[src/rtl/snn_pkg.sv]
// Shared types and constants for the spiking-network readout path.
package snn_pkg;

  localparam int DEFAULT_WINDOW = 40;

  typedef enum logic [1:0] {
    CLS_NONE = 2'd0,
    CLS_N7   = 2'd1,
    CLS_N8   = 2'd2,
    CLS_TIE  = 2'd3
  } class_e;

  typedef enum logic [1:0] {
    ST_IDLE  = 2'd0,
    ST_COUNT = 2'd1,
    ST_HOLD  = 2'd2
  } dec_state_e;

endpackage

[src/rtl/spike_counter.sv]
// Per-input saturating spike counter with clear/enable; optional first-spike
// index latch when SPIKE_FIRST_LATENCY_EN is defined.
module spike_counter #(
  parameter int WINDOW = 40,
  parameter int CNT_W  = 6,
  parameter int IDX_W  = 6
) (
  input  logic             clk,
  input  logic             rst_n,
  input  logic             clr,
  input  logic             en,
  input  logic             spike,
`ifdef SPIKE_FIRST_LATENCY_EN
  input  logic [IDX_W-1:0] idx,
  output logic [CNT_W-1:0] first_nxt,
`endif
  output logic [CNT_W-1:0] cnt_nxt
);

  localparam logic [CNT_W-1:0] CNT_MAX = '1;

  logic [CNT_W-1:0] cnt;

  // Next-value is exported so the top can capture the final sample on the same edge
  always_comb begin
    cnt_nxt = cnt;
    if (clr)                                 cnt_nxt = '0;
    else if (en && spike && cnt != CNT_MAX)  cnt_nxt = cnt + 1'b1;
  end

  always_ff @(posedge clk or negedge rst_n) begin
    if (!rst_n) cnt <= '0;
    else        cnt <= cnt_nxt;
  end

`ifdef SPIKE_FIRST_LATENCY_EN
  localparam logic [CNT_W-1:0] NO_SPIKE = CNT_W'(WINDOW);

  logic [CNT_W-1:0] first;

  always_comb begin
    first_nxt = first;
    if (clr)                                   first_nxt = NO_SPIKE;
    else if (en && spike && first == NO_SPIKE) first_nxt = CNT_W'(idx);
  end

  always_ff @(posedge clk or negedge rst_n) begin
    if (!rst_n) first <= '0;
    else        first <= first_nxt;
  end
`endif

endmodule

[src/rtl/spike_window_decoder.sv]
// Windowed n7/n8 spike counter and classifier with valid/ready result.
// Optional SPIKE_FIRST_LATENCY_EN adds first7/first8 and first-spike tie-break.
module spike_window_decoder
  import snn_pkg::*;
#(
  parameter int WINDOW     = DEFAULT_WINDOW,
  parameter int CNT_W      = 6,
  parameter int MIN_SPIKES = 1
) (
  input  logic             clk,
  input  logic             rst_n,
  input  logic             start,
  input  logic             n7,
  input  logic             n8,
  output logic             busy,
  output logic             result_valid,
  input  logic             result_ready,
`ifdef SPIKE_FIRST_LATENCY_EN
  output logic [CNT_W-1:0] first7,
  output logic [CNT_W-1:0] first8,
`endif
  output logic [1:0]       class_id,
  output logic [CNT_W-1:0] cnt7,
  output logic [CNT_W-1:0] cnt8
);

  // Index is widened if needed so a narrow count width never truncates the window
  localparam int LOG_W = $clog2(WINDOW + 1);
  localparam int IDX_W = (CNT_W > LOG_W) ? CNT_W : LOG_W;
  localparam logic [IDX_W-1:0] LAST_IDX = IDX_W'(WINDOW - 1);

  dec_state_e state, nxt;
  logic clr, en, done;
  logic [IDX_W-1:0] win_idx;

  logic [1:0]            spike;
  logic [1:0][CNT_W-1:0] cnt_nxt;
  logic [1:0][CNT_W-1:0] cnt_q;
  class_e                cls, cls_q;

  assign spike = {n8, n7};

  always_ff @(posedge clk or negedge rst_n) begin
    if (!rst_n) state <= ST_IDLE;
    else        state <= nxt;
  end

  always_comb begin
    nxt  = state;
    clr  = 1'b0;
    en   = 1'b0;
    done = 1'b0;
    case (state)
      ST_IDLE:  if (start) begin clr = 1'b1; nxt = ST_COUNT; end
      ST_COUNT: begin
        en = 1'b1;
        if (win_idx == LAST_IDX) begin done = 1'b1; nxt = ST_HOLD; end
      end
      ST_HOLD:  if (result_ready) nxt = ST_IDLE;
      default:  nxt = ST_IDLE;
    endcase
  end

  always_ff @(posedge clk or negedge rst_n) begin
    if (!rst_n)  win_idx <= '0;
    else if (clr) win_idx <= '0;
    else if (en)  win_idx <= win_idx + 1'b1;
  end

`ifdef SPIKE_FIRST_LATENCY_EN
  logic [1:0][CNT_W-1:0] first_nxt;
  logic [1:0][CNT_W-1:0] first_q;
`endif

  for (genvar g = 0; g < 2; g++) begin : g_lane
    spike_counter #(.WINDOW(WINDOW), .CNT_W(CNT_W), .IDX_W(IDX_W)) u_cnt (
      .clk       (clk),
      .rst_n     (rst_n),
      .clr       (clr),
      .en        (en),
      .spike     (spike[g]),
`ifdef SPIKE_FIRST_LATENCY_EN
      .idx       (win_idx),
      .first_nxt (first_nxt[g]),
`endif
      .cnt_nxt   (cnt_nxt[g])
    );
  end

  // Classify on the post-sample counts so the last sample is included
  always_comb begin
    logic [CNT_W-1:0] mx;
    mx  = (cnt_nxt[0] > cnt_nxt[1]) ? cnt_nxt[0] : cnt_nxt[1];
    cls = CLS_TIE;
    if (32'(mx) < 32'(MIN_SPIKES))     cls = CLS_NONE;
    else if (cnt_nxt[0] > cnt_nxt[1])  cls = CLS_N7;
    else if (cnt_nxt[1] > cnt_nxt[0])  cls = CLS_N8;
`ifdef SPIKE_FIRST_LATENCY_EN
    else if (first_nxt[0] < first_nxt[1]) cls = CLS_N7;
    else if (first_nxt[1] < first_nxt[0]) cls = CLS_N8;
`endif
  end

  always_ff @(posedge clk or negedge rst_n) begin
    if (!rst_n) begin
      cnt_q <= '0;
      cls_q <= CLS_NONE;
    end else if (done) begin
      cnt_q <= cnt_nxt;
      cls_q <= cls;
    end
  end

`ifdef SPIKE_FIRST_LATENCY_EN
  always_ff @(posedge clk or negedge rst_n) begin
    if (!rst_n)    first_q <= '0;
    else if (done) first_q <= first_nxt;
  end
  assign first7 = first_q[0];
  assign first8 = first_q[1];
`endif

  assign busy         = (state != ST_IDLE);
  assign result_valid = (state == ST_HOLD);
  assign class_id     = cls_q;
  assign cnt7         = cnt_q[0];
  assign cnt8         = cnt_q[1];

endmodule

[config.mk]
export PLATFORM = sky130hd
export DESIGN_NAME = spike_window_decoder
export DESIGN_NICKNAME = d
export VERILOG_FILES = /design/src/rtl/snn_pkg.sv /design/src/rtl/spike_counter.sv /design/src/rtl/spike_window_decoder.sv
export SDC_FILE = /design/constraint.sdc
export NUM_CORES = 1
export LEC_CHECK = 0
export ABC_AREA = 1
export CAP_MARGIN = 20
export CORE_MARGIN = 3
export CORE_UTILIZATION = 55
export DETAILED_ROUTE_END_ITERATION = 8
export GPL_ROUTABILITY_DRIVEN = 0
export PLACE_DENSITY = 0.79
export SETUP_SLACK_MARGIN = 0.5
export SLEW_MARGIN = 15
export SYNTH_ARGS = -nofsm -noshare
export SYNTH_HDL_FRONTEND = slang
export SYNTH_SLANG_ARGS = --single-unit
[constraint.sdc]
create_clock -name clk -period 3.3 [get_ports clk]
set_input_delay 0.495 -clock clk [delete_from_list [all_inputs] [get_ports clk]]
set_output_delay 0.495 -clock clk [all_outputs]
set_load 0.02 [all_outputs]
# Yosys cells after proc, flatten, opt, wreduce, memory -nomap -nowiden
# Cells that the tools add are included.
[word_totals] register_bits=34 latch_bits=0 ramBits=0 mem_bits_ro=0 wordCells=48 mem_count=0
[op_classes] add_sub_neg=3 n_mul=0 div=0 magnitude_cmp=3 n_eq_ne=8 shifts=0 muxes=19 bitwise=0 n_reduce_logical=8
[ops] operator="two-way mux 6 bit" n=7
[ops] operator="adder 6 x 1 -> 6 bit (second input constant)" n=3
[ops] operator="greater-than comparator 6 bit" n=2
[ops] operator="!= test 6 bit (second input constant)" n=2
[ops] operator="two-way mux 2 bit" n=5
[ops] operator="== test 6 bit (second input constant)" n=1
[ops] operator="< comparator 6 x 1 -> 1 bit (second input constant)" n=1
[ops] operator="two-way mux 1 bit" n=6
[ops] operator="case mux 2 bit (3 select lines)" n=1
[ops] operator="logical AND 1 bit" n=4
[ops] operator="!= test 2 bit (second input constant)" n=2
[ops] operator="nonzero test 2 bit" n=2
[ops] operator="AND reduction 3 bit" n=1
[ops] operator="== test 2 x 1 -> 1 bit (second input constant)" n=1
[ops] operator="== test 2 bit (second input constant)" n=1
[ops] operator="zero test 2 bit" n=1
[ops] operator="!= test 2 x 1 -> 1 bit (second input constant)" n=1

# Logic depth before layout (Yosys ltp)
[logic_depth] depth_word=10 mapped_depth=20

# Hierarchy
# A second synthesis with hierarchy kept.
[unflattened] hier_cells=246 hier_area_um2=1964.4
[by_module_without_submodules] mod="spike_window_decoder" n_inst=1 cells_per_inst=144 area_per_inst_um2=1198.6 seq_area_each_um2=550.5
[by_module_without_submodules] mod="spike_counter" n_inst=2 cells_per_inst=51 area_per_inst_um2=382.9 seq_area_each_um2=150.1

# Worst setup path after synthesis
# Ideal clock, no wire load.
[synth_path] kind="register -> register" startpoint="register g_lane[0].u_cnt.cnt[0]" endpoint="register cls_q[1], in the netlist class_id[1]" setup_time_ns=0.117 arrival_ns=2.134 t_required_ns=3.183 setup_slack_ns=1.049 path_stages_with_launch=20 path_buffers=0 period_less_slack_ns=2.251 path_cell_list="dfrtp_1 ha_1 nand2_1 nor2_1 nand2_1 nand2_2 nand2_1 nand2_1 nand2_2 ha_1 nand2_1 inv_1 o21bai_1 nand3_1 inv_1 nand3_1 nor2_1 nand2_2 nand3_1 nand2_1"
[synth_via] elab_chain_cells=8 elab_cells_between_ends=10 cone_classes="add/sub: 1; order compare: 2; eq/ne: 1; mux: 5; reduce/logical: 1"
[synth_rtl] element="from (decl)" line_no="spike_counter.sv:22" text="logic [CNT_W-1:0] cnt;"
[synth_rtl] element="from (signal assigned)" line_no="spike_counter.sv:33" text="else cnt <= cnt_nxt;"
[synth_rtl] element="parallel branches: the longest is 2 deep, another holds adder 6 x 1 -> 6 bit"
[synth_rtl] element="two-way mux 6 bit *" line_no="spike_counter.sv:28" text="else if (en && spike && cnt != CNT_MAX) cnt_nxt = cnt + 1'b1;"
[synth_rtl] element="two-way mux 6 bit *" line_no="spike_counter.sv:27" text="if (clr) cnt_nxt = '0;"
[synth_rtl] element="greater-than comparator 6 bit" line_no="spike_window_decoder.sv:93, spike_window_decoder.sv:96"
[synth_rtl] element="two-way mux 6 bit" line_no="spike_window_decoder.sv:93" text="mx = (cnt_nxt[0] > cnt_nxt[1]) ? cnt_nxt[0] : cnt_nxt[1];"
[synth_rtl] element="< comparator 6 x 1 -> 1 bit" line_no="spike_window_decoder.sv:95" text="if (32'(mx) < 32'(MIN_SPIKES)) cls = CLS_NONE;"
[synth_rtl] element="two-way mux 2 bit *" line_no="spike_window_decoder.sv:95"
[synth_rtl] element="to (signal assigned)" line_no="spike_window_decoder.sv:110" text="cls_q <= cls;"
[synth_rtl] element="to (decl)" line_no="spike_window_decoder.sv:39" text="class_e cls, cls_q;"
# Mark *: on every way between the ends.
# A chain may end at the register's enable or synchronous reset.

# Final worst setup path
# Ends and elaborated chain as after synthesis.

==> out/metrics.cfg <==
[clock_network]
h-tree-depth=2
cts.path.max_buffers=2
cts_tree=yes
insertion_delay_of_the_later_clocked_pin_in_the_worst_skew_pair_ns=0.32
worst_setup_hold_path_clk_slew_ns=0.10
cts_made_buffers=5
clock_sinks=34
cts_root_buffer=sky130_fd_sc_hd__clkbuf_4

[logic_synthesis]
synth_xor_xnor_area_share_pct=1.368
syn_area_sq_mm=0.001921
synthesis.instances=240
ys_dominant_reg_cell=sky130_fd_sc_hd__dfrtp_1
synth.area.mux_share_pct=0.5212
post_synth_main_area_contributors=sky130_fd_sc_hd__dfrtp_1, sky130_fd_sc_hd__nand2_1, sky130_fd_sc_hd__inv_1
synthDistinctLibCells=27
synth_area_per_cell_sq_um=8.002
syn_nets=255
netlist.area_leader.share_pct=44.30
synthDominantAreaCellType=sky130_fd_sc_hd__dfrtp_1
yosys_warnings=0
post_synth_edffs=0
synth_async_sr_flop_share_pct=100.0
simple_gate_share_of_the_synthesized_area_pct=32.05
register_area_share_after_synthesis_pct=44.30
synth-adder-area-share_pct=5.863
main_combinational_cell_family_by_area_after_synthesis=simple AND/OR/NAND/NOR gates
synth_seq_cells=34
area_fraction_in_compound_gates_after_synthesis_pct=7.557

[die]
dieArea_sq_mm=0.004237
chipHeight_um=65.10
die_w_um=65.10
fp-row-count=20
initial_core_utilization_pct=60.43
top_level_ports=22
core_sq_mm=0.003178

[timing]
finalWorstPathRequiredPeriod_ns=2.525
transition_at_the_pin_with_the_smallest_max_transition_slack_ns=0.4285
grt_setup_unrepaired=false
slew-limit-headroom_pct=71.44
slew_viol_final=0
fin_worst_skew_ns=0.004618
final-setup-viol-count=0
setup_tns_ns=0
fmax_mhz=396.0
report.final.hold_viol_count=0
period_share_pct=76.53

[detailed_routing]
antenna_violating_nets_post_route=0
drc=0
routed_via_density=5.074
postRouteWirelength_um=3812
drt_iter0_markers=64
num_vias=1583
first_pass_iters=4
route.detailed.wl_per_inst_um=12.22

[min_path]
worst_hold_path.num_cells=2
hold_start=cnt7[5]
holdPathEnd=cnt7[5]
worst_hold_path_type=flip-flop to flip-flop

[cells_and_area]
antenna_cells=0
nNetsFinal=283
nFillCells=272
ff_latch_area_sq_um=850.8
mostFrequentLayoutCell=sky130_fd_sc_hd__nand2_1
final_design_area_no_fill_sq_mm=0.002243
area_occupied_by_multi_input_gates_sq_um=914.6
final_layout_size_suffix_gt1_share_pct=12.69
instances_no_fill=312
mostFrequentLayoutCells=sky130_fd_sc_hd__nand2_1, sky130_fd_sc_hd__inv_1, sky130_fd_sc_hd__dfrtp_1
areaGrowthSynthToFinish_pct=16.81

[power_and_ir_drop]
switching_share_pct=44.92
power.clock.fraction_pct=10.8
p_sw_mw=0.8771
vdd.ir_drop.worst_mv=0.4704
power.internal_mw=1.076
combinational_group_share_of_total_power_pct=52.5
total_leakage_power_nw=1.200
seqPwrFrac_pct=36.7
power_per_cell_area_mw_per_mm2=870.5

[global_route]
first_global_vias=1442
initial_antenna_violation_count=0
grt_start_max_net_pins=35
grt_use_total_pct=19.76
grt_overflow=0
global_route_wire_length_before_repair_um=6444

[worst_setup_path]
crit_path_start_kind=flip-flop
worstPathRequired_ns=3.52
reg_to_reg_endpoint=class_id[1]
worst_r2r_startpoint=g_lane[0].u_cnt.cnt[0]
r2r_cells=19
path_class=flip-flop to flip-flop
critical_path_arrival_ns=2.75
cp_max_fo=4
setup.worst_path.end_class=flip-flop
rrSetupSlack_ns=0.77

[run]
timing.max_cap.violations=0

[place]
placement.cell_area_sq_mm=0.002183
dpl.cell_count=304
place_hpwl_um=2833
numPortBuffers=21

[status]
run_status=complete, no violations

## kinds of logic after synthesis
logic type / Yosys count
AOI/OAI and AO/OA: 26
and+or+nand+nor: 126
muxes: 1
xor gates and xnor gates: 3
DFF: 34
adders and majority gates: 9
buffers and inverters: 41
## layout make-up
type                    instances  share of cell area [%]
multi-input cells             165                   40.77
well taps                      44                   2.454
clock buffers                   5                   1.673
inverters                      38                   6.358
flip-flops and latches         34                   37.93
repair buffers                 24                   10.37
clock inverters                 2                  0.4462
## per-stage QoR
step / util, % / worst slack (ns) / hold slack [ns] / power, mW
after floorplan: - / 1.049 / 0.1994 / 1.410
after global placement: 68.70 / 0.5358 / 0.4667 / 1.701
after detailed placement: 68.70 / 0.4796 / 0.4750 / 1.728
after CTS: 70.20 / 0.7575 / 0.4984 / 1.944
after global routing: 70.59 / 0.5069 / 0.5285 / 2.136
final: 70.59 / 0.7746 / 0.4946 / 1.953
## sequential cells by signal, indices dropped and copies added, names as in the netlist
signal            cells
class_id              2
state                 2
win_idx               6
cnt8                  6
g_lane.u_cnt.cnt     12
cnt7                  6
## per-layer routing
metal	up-vias	routed length [um]	track usage, %
met5	-	0	0
met4	0	50	6.995
li1	820	-	-
met3	5	111	3.761
met1	735	1957	27.69
met2	23	1693	30.78
## how the worst max path moves through the flow
stage,startpoint,to
floorplan,g_lane[0].u_cnt.cnt[0],class_id[1]
global placement,n8,class_id[0]
detailed placement,n8,class_id[0]
CTS,g_lane[1].u_cnt.cnt[0],class_id[1]
global route,g_lane[1].u_cnt.cnt[0],class_id[1]
finish,g_lane[0].u_cnt.cnt[0],class_id[1]
## power groups by stage
stage	registers, mW	logic, mW	clock network [mW]
finish	0.716	1.03	0.211
global route	0.735	1.17	0.232
CTS	0.712	1.01	0.219
detailed placement	0.719	1.01	0
global placement	0.714	0.987	0
floorplan	0.759	0.651	0
## synthesized netlist by cell type, types with 2 or more instances
library cell and instances:
sky130_fd_sc_hd__nor2_2 2, sky130_fd_sc_hd__nand4_1 4, sky130_fd_sc_hd__buf_2 2, sky130_fd_sc_hd__inv_1 34, sky130_fd_sc_hd__nand2_4 3, sky130_fd_sc_hd__nand3_1 17
sky130_fd_sc_hd__a21oi_1 2, sky130_fd_sc_hd__nor2_1 18, sky130_fd_sc_hd__nand2_2 5, sky130_fd_sc_hd__nor2_8 2, sky130_fd_sc_hd__inv_2 4, sky130_fd_sc_hd__dfrtp_1 34
sky130_fd_sc_hd__nand2_1 69, sky130_fd_sc_hd__xor2_1 2, sky130_fd_sc_hd__o21bai_1 2, sky130_fd_sc_hd__ha_1 9, sky130_fd_sc_hd__nand3_2 5, sky130_fd_sc_hd__o21ai_1 4
sky130_fd_sc_hd__o21ai_0 14
## critical path: stages, from the launching register on
cell and delay (ns):
sky130_fd_sc_hd__dfrtp_1 0.43, sky130_fd_sc_hd__ha_2 0.23, sky130_fd_sc_hd__nand2_1 0.08, sky130_fd_sc_hd__nor2_1 0.13, sky130_fd_sc_hd__nand2_1 0.12, sky130_fd_sc_hd__nand2_2 0.10
sky130_fd_sc_hd__nand2_1 0.05, sky130_fd_sc_hd__nand2_1 0.08, sky130_fd_sc_hd__nand2_2 0.07, sky130_fd_sc_hd__ha_1 0.32, sky130_fd_sc_hd__nand2_1 0.07, sky130_fd_sc_hd__inv_1 0.04
sky130_fd_sc_hd__o21bai_1 0.11, sky130_fd_sc_hd__nand3_1 0.12, sky130_fd_sc_hd__inv_1 0.10, sky130_fd_sc_hd__nand3_1 0.07, sky130_fd_sc_hd__nor2_1 0.11, sky130_fd_sc_hd__nand2_2 0.07
sky130_fd_sc_hd__nand3_1 0.07, sky130_fd_sc_hd__nand2_1 0.05
## what timing repair did
item / 4_1_cts / 5_1_grt
endpoints found under the setup margin: 0 / 2
hold buffers: 0 / 0
setup buffers: 0 / 1
hold endpoints to repair: 0 / 0
gates resized for setup: 0 / 2
Power figures use the tool's default switching activity.
